File: config.mk
export PLATFORM = sky130hd
export DESIGN_NAME = dot_product_engine_flat
export DESIGN_NICKNAME = d
export VERILOG_FILES = /design/src/rtl/dot_product_engine_if.sv /design/src/rtl/dot_product_engine.sv /design/src/flat_wrapper.sv
export SDC_FILE = /design/constraint.sdc
export NUM_CORES = 1
export LEC_CHECK = 0
export BUFFER_PORTS_ARGS = -buffer_cell sky130_fd_sc_hd__buf_2
export CORE_MARGIN = 5
export CORE_UTILIZATION = 40
export DETAILED_ROUTE_END_ITERATION = 10
export PLACE_DENSITY = 0.53
export SETUP_SLACK_MARGIN = 0.2
export SYNTH_ARGS = -nofsm -noshare
export SYNTH_HDL_FRONTEND = slang
export SYNTH_SLANG_ARGS = --single-unit
File: constraint.sdc
create_clock -name clk -period 5.21 [get_ports clk]
set_input_delay 0.7815 -clock clk [delete_from_list [all_inputs] [get_ports clk]]
set_output_delay 0.7815 -clock clk [all_outputs]
set_load 0.05 [all_outputs]
File: src/rtl/dot_product_engine_if.sv
// dot_product_engine_if: beat stream in, result stream out for dot_product_engine.
`ifndef DATA_WIDTH
`define DATA_WIDTH 8
`endif
`ifndef ACC_WIDTH
`define ACC_WIDTH 16
`endif
interface dot_product_engine_if #(
    parameter int LANES      = 4,
    parameter int DATA_WIDTH = `DATA_WIDTH,
    parameter int ACC_WIDTH  = `ACC_WIDTH
);
    logic                                in_valid;
    logic                                in_ready;
    logic [LANES-1:0][DATA_WIDTH-1:0]    in_x;
    logic [LANES-1:0][DATA_WIDTH-1:0]    in_w;
    logic                                out_valid;
    logic                                out_ready;
    logic signed [ACC_WIDTH-1:0]         out_dp;
    logic                                out_overflow;
    modport master (
        output in_valid, in_x, in_w, out_ready,
        input  in_ready, out_valid, out_dp, out_overflow
    );
    modport slave (
        input  in_valid, in_x, in_w, out_ready,
        output in_ready, out_valid, out_dp, out_overflow
    );
endinterface

File: src/rtl/dot_product_engine.sv
// dot_product_engine: streamed signed dot product, LANES products per beat.
// Define DOT_PRODUCT_SATURATE_EN to clamp out-of-range results instead of wrapping.
`ifndef DATA_WIDTH
`define DATA_WIDTH 8
`endif
`ifndef ACC_WIDTH
`define ACC_WIDTH 16
`endif
module dot_product_engine #(
    parameter int N          = 16,
    parameter int LANES      = 4,
    parameter int DATA_WIDTH = `DATA_WIDTH,
    parameter int ACC_WIDTH  = `ACC_WIDTH
) (
    input  logic clk,
    input  logic rst_n,
    input  logic flush,
    dot_product_engine_if.slave bus
);
    localparam int BEATS = N / LANES;
    localparam int CW    = BEATS > 1 ? $clog2(BEATS) : 1;
    localparam int PW    = 2 * DATA_WIDTH;
    localparam int AW    = PW + $clog2(N) + 1;

    if (LANES < 1 || N % LANES != 0 || BEATS < 1 || ACC_WIDTH > AW) begin : g_bad_cfg
        $error("dot_product_engine: invalid N/LANES/ACC_WIDTH combination");
    end

    typedef enum logic {ACCUM, DONE} state_t;
    state_t state, state_nx;

    logic [CW-1:0]                cnt;
    logic signed [AW-1:0]         acc, beat_sum, total;
    logic signed [PW-1:0]         prod [LANES];
    logic signed [ACC_WIDTH-1:0]  dp_nx;
    logic                         accept, last, ovf;

    assign accept = bus.in_valid && bus.in_ready && !flush;
    assign last   = accept && cnt == CW'(BEATS - 1);

    always_comb begin
        beat_sum = '0;
        for (int k = 0; k < LANES; k++) begin
            prod[k]  = $signed(bus.in_x[k]) * $signed(bus.in_w[k]);
            beat_sum = beat_sum + AW'(prod[k]);
        end
    end

    assign total = acc + beat_sum;
    // In range iff every bit from the ACC_WIDTH sign bit upward agrees.
    assign ovf = !((&total[AW-1:ACC_WIDTH-1]) || !(|total[AW-1:ACC_WIDTH-1]));

`ifdef DOT_PRODUCT_SATURATE_EN
    assign dp_nx = !ovf ? total[ACC_WIDTH-1:0] :
                   total[AW-1] ? {1'b1, {(ACC_WIDTH-1){1'b0}}} : {1'b0, {(ACC_WIDTH-1){1'b1}}};
`else
    assign dp_nx = total[ACC_WIDTH-1:0];
`endif

    always_comb begin
        state_nx = state;
        if (flush)
            state_nx = ACCUM;
        else if (state == ACCUM && last)
            state_nx = DONE;
        else if (state == DONE && bus.out_ready)
            state_nx = ACCUM;
    end

    always_ff @(posedge clk or negedge rst_n) begin
        if (!rst_n) begin
            state            <= ACCUM;
            cnt              <= '0;
            acc              <= '0;
            bus.in_ready     <= 1'b0;
            bus.out_valid    <= 1'b0;
            bus.out_dp       <= '0;
            bus.out_overflow <= 1'b0;
        end else begin
            state         <= state_nx;
            bus.in_ready  <= state_nx == ACCUM;
            bus.out_valid <= state_nx == DONE;
            if (flush || last) begin
                acc <= '0;
                cnt <= '0;
            end else if (accept) begin
                acc <= total;
                cnt <= cnt + 1'b1;
            end
            if (last) begin
                bus.out_dp       <= dp_nx;
                bus.out_overflow <= ovf;
            end
        end
    end
endmodule

File: src/flat_wrapper.sv
// flat-port wrapper written by rule: the top's interface ports become plain ports
module dot_product_engine_flat 
#(
    parameter int N          = 16,
    parameter int LANES      = 4,
    parameter int DATA_WIDTH = `DATA_WIDTH,
    parameter int ACC_WIDTH  = `ACC_WIDTH
)
  (clk, rst_n, flush, bus_in_valid, bus_in_x, bus_in_w, bus_out_ready, bus_in_ready, bus_out_valid, bus_out_dp, bus_out_overflow);
  dot_product_engine_if #(.LANES(LANES), .DATA_WIDTH(DATA_WIDTH), .ACC_WIDTH(ACC_WIDTH)) bus_i ();
  input  logic clk;
  input  logic rst_n;
  input  logic flush;
  input wire logic [$bits(bus_i.in_valid)-1:0] bus_in_valid;
  input wire logic [$bits(bus_i.in_x)-1:0] bus_in_x;
  input wire logic [$bits(bus_i.in_w)-1:0] bus_in_w;
  input wire logic [$bits(bus_i.out_ready)-1:0] bus_out_ready;
  output wire logic [$bits(bus_i.in_ready)-1:0] bus_in_ready;
  output wire logic [$bits(bus_i.out_valid)-1:0] bus_out_valid;
  output wire logic [$bits(bus_i.out_dp)-1:0] bus_out_dp;
  output wire logic [$bits(bus_i.out_overflow)-1:0] bus_out_overflow;
  assign bus_i.in_valid = bus_in_valid;
  assign bus_i.in_x = bus_in_x;
  assign bus_i.in_w = bus_in_w;
  assign bus_i.out_ready = bus_out_ready;
  assign bus_in_ready = bus_i.in_ready;
  assign bus_out_valid = bus_i.out_valid;
  assign bus_out_dp = bus_i.out_dp;
  assign bus_out_overflow = bus_i.out_overflow;
  dot_product_engine #(.N(N), .LANES(LANES), .DATA_WIDTH(DATA_WIDTH), .ACC_WIDTH(ACC_WIDTH)) u_core (.clk(clk), .rst_n(rst_n), .flush(flush), .bus(bus_i));
endmodule
# Yosys cells after proc, flatten, opt, wreduce, memory -nomap -nowiden
# Cells that the tools add are included.
# totals
romBits,0
in_bits,69
memories,0
elab_cells,38
mem_bits_rw,0
latchBits,0
out_inout_bits,19
ff_bits,42
# op_classes
addsub,5
n_reduce_logical,13
mul,4
shifts,0
n_div,0
bitwise_logic,2
muxes,7
eq_ne,1
order_cmp,0
# ops
cell,count
$mul A8 B8 Y16,4
$mux W21,2
$add A21 B16 Y21,1
$add A21 B21 Y21,1
$add A17 B16 Y18,1
$add A16 B16 Y17,1
$reduce_and A6 Y1,1
$reduce_or A6 Y1,1
$logic_and A1 B1 Y1,5
$mux W2,2
$logic_not A1 Y1,3
$mux W1,3
$add A2 B1 Y2 const B,1
$eq A2 B2 Y1 const B,1
$logic_or A1 B1 Y1,2
$not A1 Y1,2
$reduce_bool A2 Y1,1

# Logic depth before layout (Yosys ltp)
# depth
depth_word,9
depth_mapped,42
mapped_depth_nobuf,42

# Worst setup path after synthesis
# OpenSTA, ideal clock, no wires.
# synth_timing
path_type,input to register
from,input port bus_in_x[5]
to,register u_core.bus.out_overflow
n_path_buf,0
setup_ns,0.135
path_slack_ns,-5.548
required_ns,5.075
cell_stages,36
arrival_time_ns,10.623
path_cell_list,and2_1 -> fa_1 -> fa_1 -> inv_1 -> fa_1 -> fa_1 -> inv_1 -> fa_1 -> fa_1 -> inv_1 -> fa_1 -> inv_1 -> ha_1 -> nor2b_1 -> o21a_1 -> o21ai_0 -> a21oi_1 -> o2111ai_1 -> a31oi_1 -> or4_1 -> nand4_1 -> fa_1 -> fa_1 -> inv_1 -> fa_1 -> fa_1 -> inv_1 -> fa_1 -> inv_1 -> ha_1 -> and3_1 -> or4_1 -> o311ai_0 -> nor3_1 -> o41ai_2 -> a21oi_1
# synth_via
elab_chain_cells,9
elab_cells_between_ends,10
cone_classes,4 x add/sub; 1 x mul; 5 x reduce/logical
# synth_rtl
item,line,rtl
from (decl),flat_wrapper.sv:15,input wire logic [$bits(bus_i.in_x)-1:0] bus_in_x;
$mul A8 B8 Y16 (*),dot_product_engine.sv:44,prod[k] = $signed(bus.in_x[k]) * $signed(bus.in_w[k]);
$add A16 B16 Y17 (*),dot_product_engine.sv:45,beat_sum = beat_sum + AW'(prod[k]);
$add A17 B16 Y18 (*),dot_product_engine.sv:45,
$add A21 B16 Y21 (*),dot_product_engine.sv:45,
$add A21 B21 Y21 (*),dot_product_engine.sv:49,assign total = acc + beat_sum;
$reduce_or A6 Y1,dot_product_engine.sv:51,assign ovf = !((&total[AW-1:ACC_WIDTH-1]) || !(|total[AW-1:ACC_WIDTH-1]));
$logic_not A1 Y1,dot_product_engine.sv:51,
$logic_or A1 B1 Y1 (*),dot_product_engine.sv:51,
$logic_not A1 Y1 (*),dot_product_engine.sv:51,
to (signal assigned),dot_product_engine.sv:92,bus.out_overflow <= ovf;
to (decl),dot_product_engine_if.sv:27,"output in_ready, out_valid, out_dp, out_overflow"
# Every way passes the cells marked *; elsewhere a longest branch is shown, timed or not.
# A chain may end at the register's enable or synchronous reset.

# Final worst setup path
# layout_timing
from,input port bus_in_w[2]
to,register u_core.bus.out_overflow
# layout_via
elab_chain_cells,9
elab_cells_between_ends,10
cone_classes,4 x add/sub; 1 x mul; 5 x reduce/logical
# layout_rtl
item,line,rtl
from (decl),flat_wrapper.sv:16,input wire logic [$bits(bus_i.in_w)-1:0] bus_in_w;
$mul A8 B8 Y16 (*),dot_product_engine.sv:44,
$add A16 B16 Y17 (*),dot_product_engine.sv:45,
$add A17 B16 Y18 (*),dot_product_engine.sv:45,
$add A21 B16 Y21 (*),dot_product_engine.sv:45,
$add A21 B21 Y21 (*),dot_product_engine.sv:49,
$reduce_or A6 Y1,dot_product_engine.sv:51,
$logic_not A1 Y1,dot_product_engine.sv:51,
$logic_or A1 B1 Y1 (*),dot_product_engine.sv:51,
$logic_not A1 Y1 (*),dot_product_engine.sv:51,
# Marks and branches as above.

==> results.json <==
{
  "drc": 0,
  "critPathRequiredTime_ns": 5.38,
  "wire_per_inst_um": 14.51,
  "cts_root_buffer": "clkbuf_16",
  "timing.final.crit_share": 2.012,
  "overflow": 0,
  "dpl.hpwl_mm": 28.91,
  "ys_top_cells_by_area": "fa_1 (48%), ha_1 (11%), inv_1 (11%)",
  "pre_cts_ws_ns": -5.925,
  "dieWidth_um": 197.5,
  "synth_flop_cell": "dfrtp_1",
  "crit_type": "in -> reg",
  "crit_fanout": 2,
  "drt_pass1_iterations": 7,
  "hold_depth": 2,
  "core_area_sq_mm": 0.03463,
  "start_util": 0.4062,
  "clk_pin_slew_worst_paths_ns": 0.06,
  "cts_buffers": 5,
  "postSynthAreaPerCell_sq_um": 9.850,
  "cpLargestDelayFamily": "adder cells",
  "r2r_end": "u_core.bus.out_overflow",
  "final_cells": 2203,
  "dp_cells": 2162,
  "slowest_delay_ns": 0.55,
  "synth_area_leader_cell": "fa_1",
  "placed_cell_area_sq_mm": 0.01694,
  "setup_slack_ns": -5.270,
  "synth_top_cell_area_share": 0.4825,
  "ios": 88,
  "setup_viol": 34,
  "tritoncts": "yes",
  "crit_slowest_cell": "fa_1",
  "clk_latency_ns": 0.29,
  "ant_nets": 0,
  "yosys.cell_types.count": 62,
  "vias_per_cell": 4.631,
  "crit_top_cell": "fa_1",
  "synth-edff-count": 0,
  "maxSlewHeadroom": 0.1657,
  "worst-path-buf-inv": 11,
  "fillers": 3182,
  "port_buffers": 87,
  "syn_inst": 1428,
  "fin_area_sq_mm": 0.01833,
  "wl_mm": 31.96,
  "nNetsFinal": 2281,
  "worst_pin_slew_ns": 1.245,
  "postCtsHoldBufs": 0,
  "ys.warnings.count": 0,
  "initialDrtViolationCount": 354,
  "gp_congestion": 0.9103,
  "hold_end": "u_core.bus.out_dp[12]",
  "grt_max_degree": 43,
  "drive_gt1_frac": 0.2995,
  "start_kind": "input pin",
  "clock_skew_ns": 0.01296,
  "cts.sinks": 42,
  "r2r-start": "u_core.acc[7]",
  "max_freq_mhz": 95.42,
  "async_flop_share": 1.000,
  "synth_seq_cells": 42,
  "rows": 68,
  "seq_area_frac_synth": 0.07472,
  "grt_usage": 0.1729,
  "area_growth_pct": 30.32,
  "r2r_slack_ns": 0.91,
  "status": "finished with violations",
  "dieArea_sq_mm": 0.03902,
  "end_kind": "flip-flop",
  "drv_cap": 0,
  "syn-cell-area_sq_mm": 0.01407,
  "vias": 10203,
  "htreeDepth": 2,
  "period_needed_ns": 10.48,
  "finalHoldViolCount": 0,
  "ff2ff_path_depth": 15,
  "grt_pass1_wl_mm": 55.06,
  "grt_pass1_vias": 10960,
  "slew_viol_final": 0,
  "violations": "setup timing",
  "clock_path_buffers": 2,
  "antenna_found_initial": 2,
  "die_h_um": 197.5,
  "hold_slack_ns": 0.4736,
  "syn-num-nets": 1964,
  "min-delay-start": "u_core.bus.out_dp[12]",
  "min_path_type": "reg -> reg",
  "rsz0062_at_grt": "true",
  "worstPathArrival_ns": 10.65
}
[cell usage in the layout, fill, tap and decap left out, types with 4 or more instances in the layout]
cell type,synthesis,final
a21oi_1,25,7
buf_6,0,42
inv_2,1,32
a21oi_2,0,13
nand3_1,7,4
buf_2,0,75
and2_1,122,111
a22o_1,15,15
nor2_1,15,14
a21oi_4,0,5
a21o_1,12,12
ha_1,128,96
nand4_1,5,5
inv_1,404,372
fa_1,339,330
nor2b_1,12,11
nand2_2,1,10
ha_4,0,31
xnor2_4,0,4
o21bai_1,4,4
clkbuf_16,0,5
and2_4,1,13
mux2_4,0,4
dfrtp_1,42,42
buf_8,0,5
o21ai_1,0,9
o21ai_2,0,8
nand2b_1,16,16
xnor2_1,32,20
fa_2,0,9
xnor2_2,0,8
mux2_2,11,7
buf_4,0,188
nand2_1,133,120
nor3_1,8,4
o21ai_0,27,7
xor2_1,11,6
[per-stage QoR]
step | setup TNS [ns] | utilization
floorplan | -120.75 | -
global placement | -147.28 | 0.4892
detailed placement | -148.02 | 0.4892
CTS | -130.63 | 0.5169
global route | -140.52 | 0.5294
finish | -132.10 | 0.5294
[area by class of cell]
cell class,count,area [sq um],area share
Inverter,405,1523,0.08307
Clock inverter,2,13.76,0.0007508
Sequential cell,42,1051,0.05733
Tap cell,455,569.3,0.03106
Multi-Input combinational cell,976,12640,0.6897
Antenna cell,2,5.005,0.0002730
Clock buffer,6,128.9,0.007030
Timing Repair Buffer,315,2397,0.1308
[state kept, by name (all words and copies together) (netlist names)]
name,flops
u_core.acc,21
u_core.bus.out_dp,16
u_core.cnt,2
u_core.bus.in_ready,1
u_core.bus.out_overflow,1
u_core.bus.out_valid,1
[synthesized netlist by cell type, types with 2 or more instances]
cell type  number
a211oi_1        2
xnor2_1        32
nand4_1         5
nor2b_1        12
a31oi_1         6
o211ai_1        2
a21oi_1        25
or4_1           2
or2_2           2
a21o_1         12
fa_1          339
nor2_1         15
xor2_1         11
inv_1         404
nor3_1          8
mux2_2         11
o21bai_1        4
o21ai_0        27
a22o_1         15
ha_1          128
o21a_1          4
mux2i_1         2
nand2b_1       16
or3_1           2
nand3_1         7
dfrtp_1        42
clkbuf_1        4
nor3b_1         2
nand2_1       133
and2_1        122
[routing by layer]
layer / wire (um) / track usage / vias up
li1: - / - / 4881
met4: 193 / 0.01428 / 0
met5: 0 / 0 / -
met2: 15510 / 0.2781 / 127
met1: 15190 / 0.2656 / 5182
met3: 1072 / 0.01791 / 13
[tightest hold or removal path: cells and delay by family (launching register included)]
kind          cells  cell delay, ns
flops             1            0.33
simple gates      2            0.11
[how the worst max path moves through the flow]
stage / from / end / slack [ns] / cells past startpoint
after floorplan: bus_in_x[3] / u_core.bus.out_overflow / -5.18 / 37
after global placement: bus_in_x[4] / u_core.bus.out_overflow / -5.78 / 39
after detailed placement: bus_in_x[4] / u_core.bus.out_overflow / -5.93 / 39
after CTS: bus_in_x[3] / u_core.bus.out_overflow / -5.31 / 40
after global routing: bus_in_w[2] / u_core.bus.out_overflow / -5.60 / 39
final: bus_in_w[2] / u_core.bus.out_overflow / -5.27 / 41
[logic make-up (layout without fill, tap and decap cells)]
| group | Yosys count | after routing | share of synthesized area |
|---|---|---|---|
| adders and majority gates | 467 | 467 | 0.5963 |
| muxes | 13 | 13 | 0.01023 |
| AOI/OAI and AO/OA | 112 | 112 | 0.05577 |
| and+or+nand+nor | 341 | 341 | 0.1268 |
| DFF | 42 | 42 | 0.07472 |
| buffers and inverters | 410 | 728 | 0.1094 |
| xor gates and xnor gates | 43 | 43 | 0.02677 |
| other | 0 | 2 | 0 |
[what timing repair did]
action / 4_1_cts / 5_1_grt
pin swaps: 84 / 74
hold endpoints to repair: 0 / 0
resized for setup: 142 / 80
setup buffers: 19 / 12
endpoints found under the setup margin: 34 / 34
Power is not shown: default switching activity piles up to over one toggle a cycle in this logic, so the estimate is an artifact.
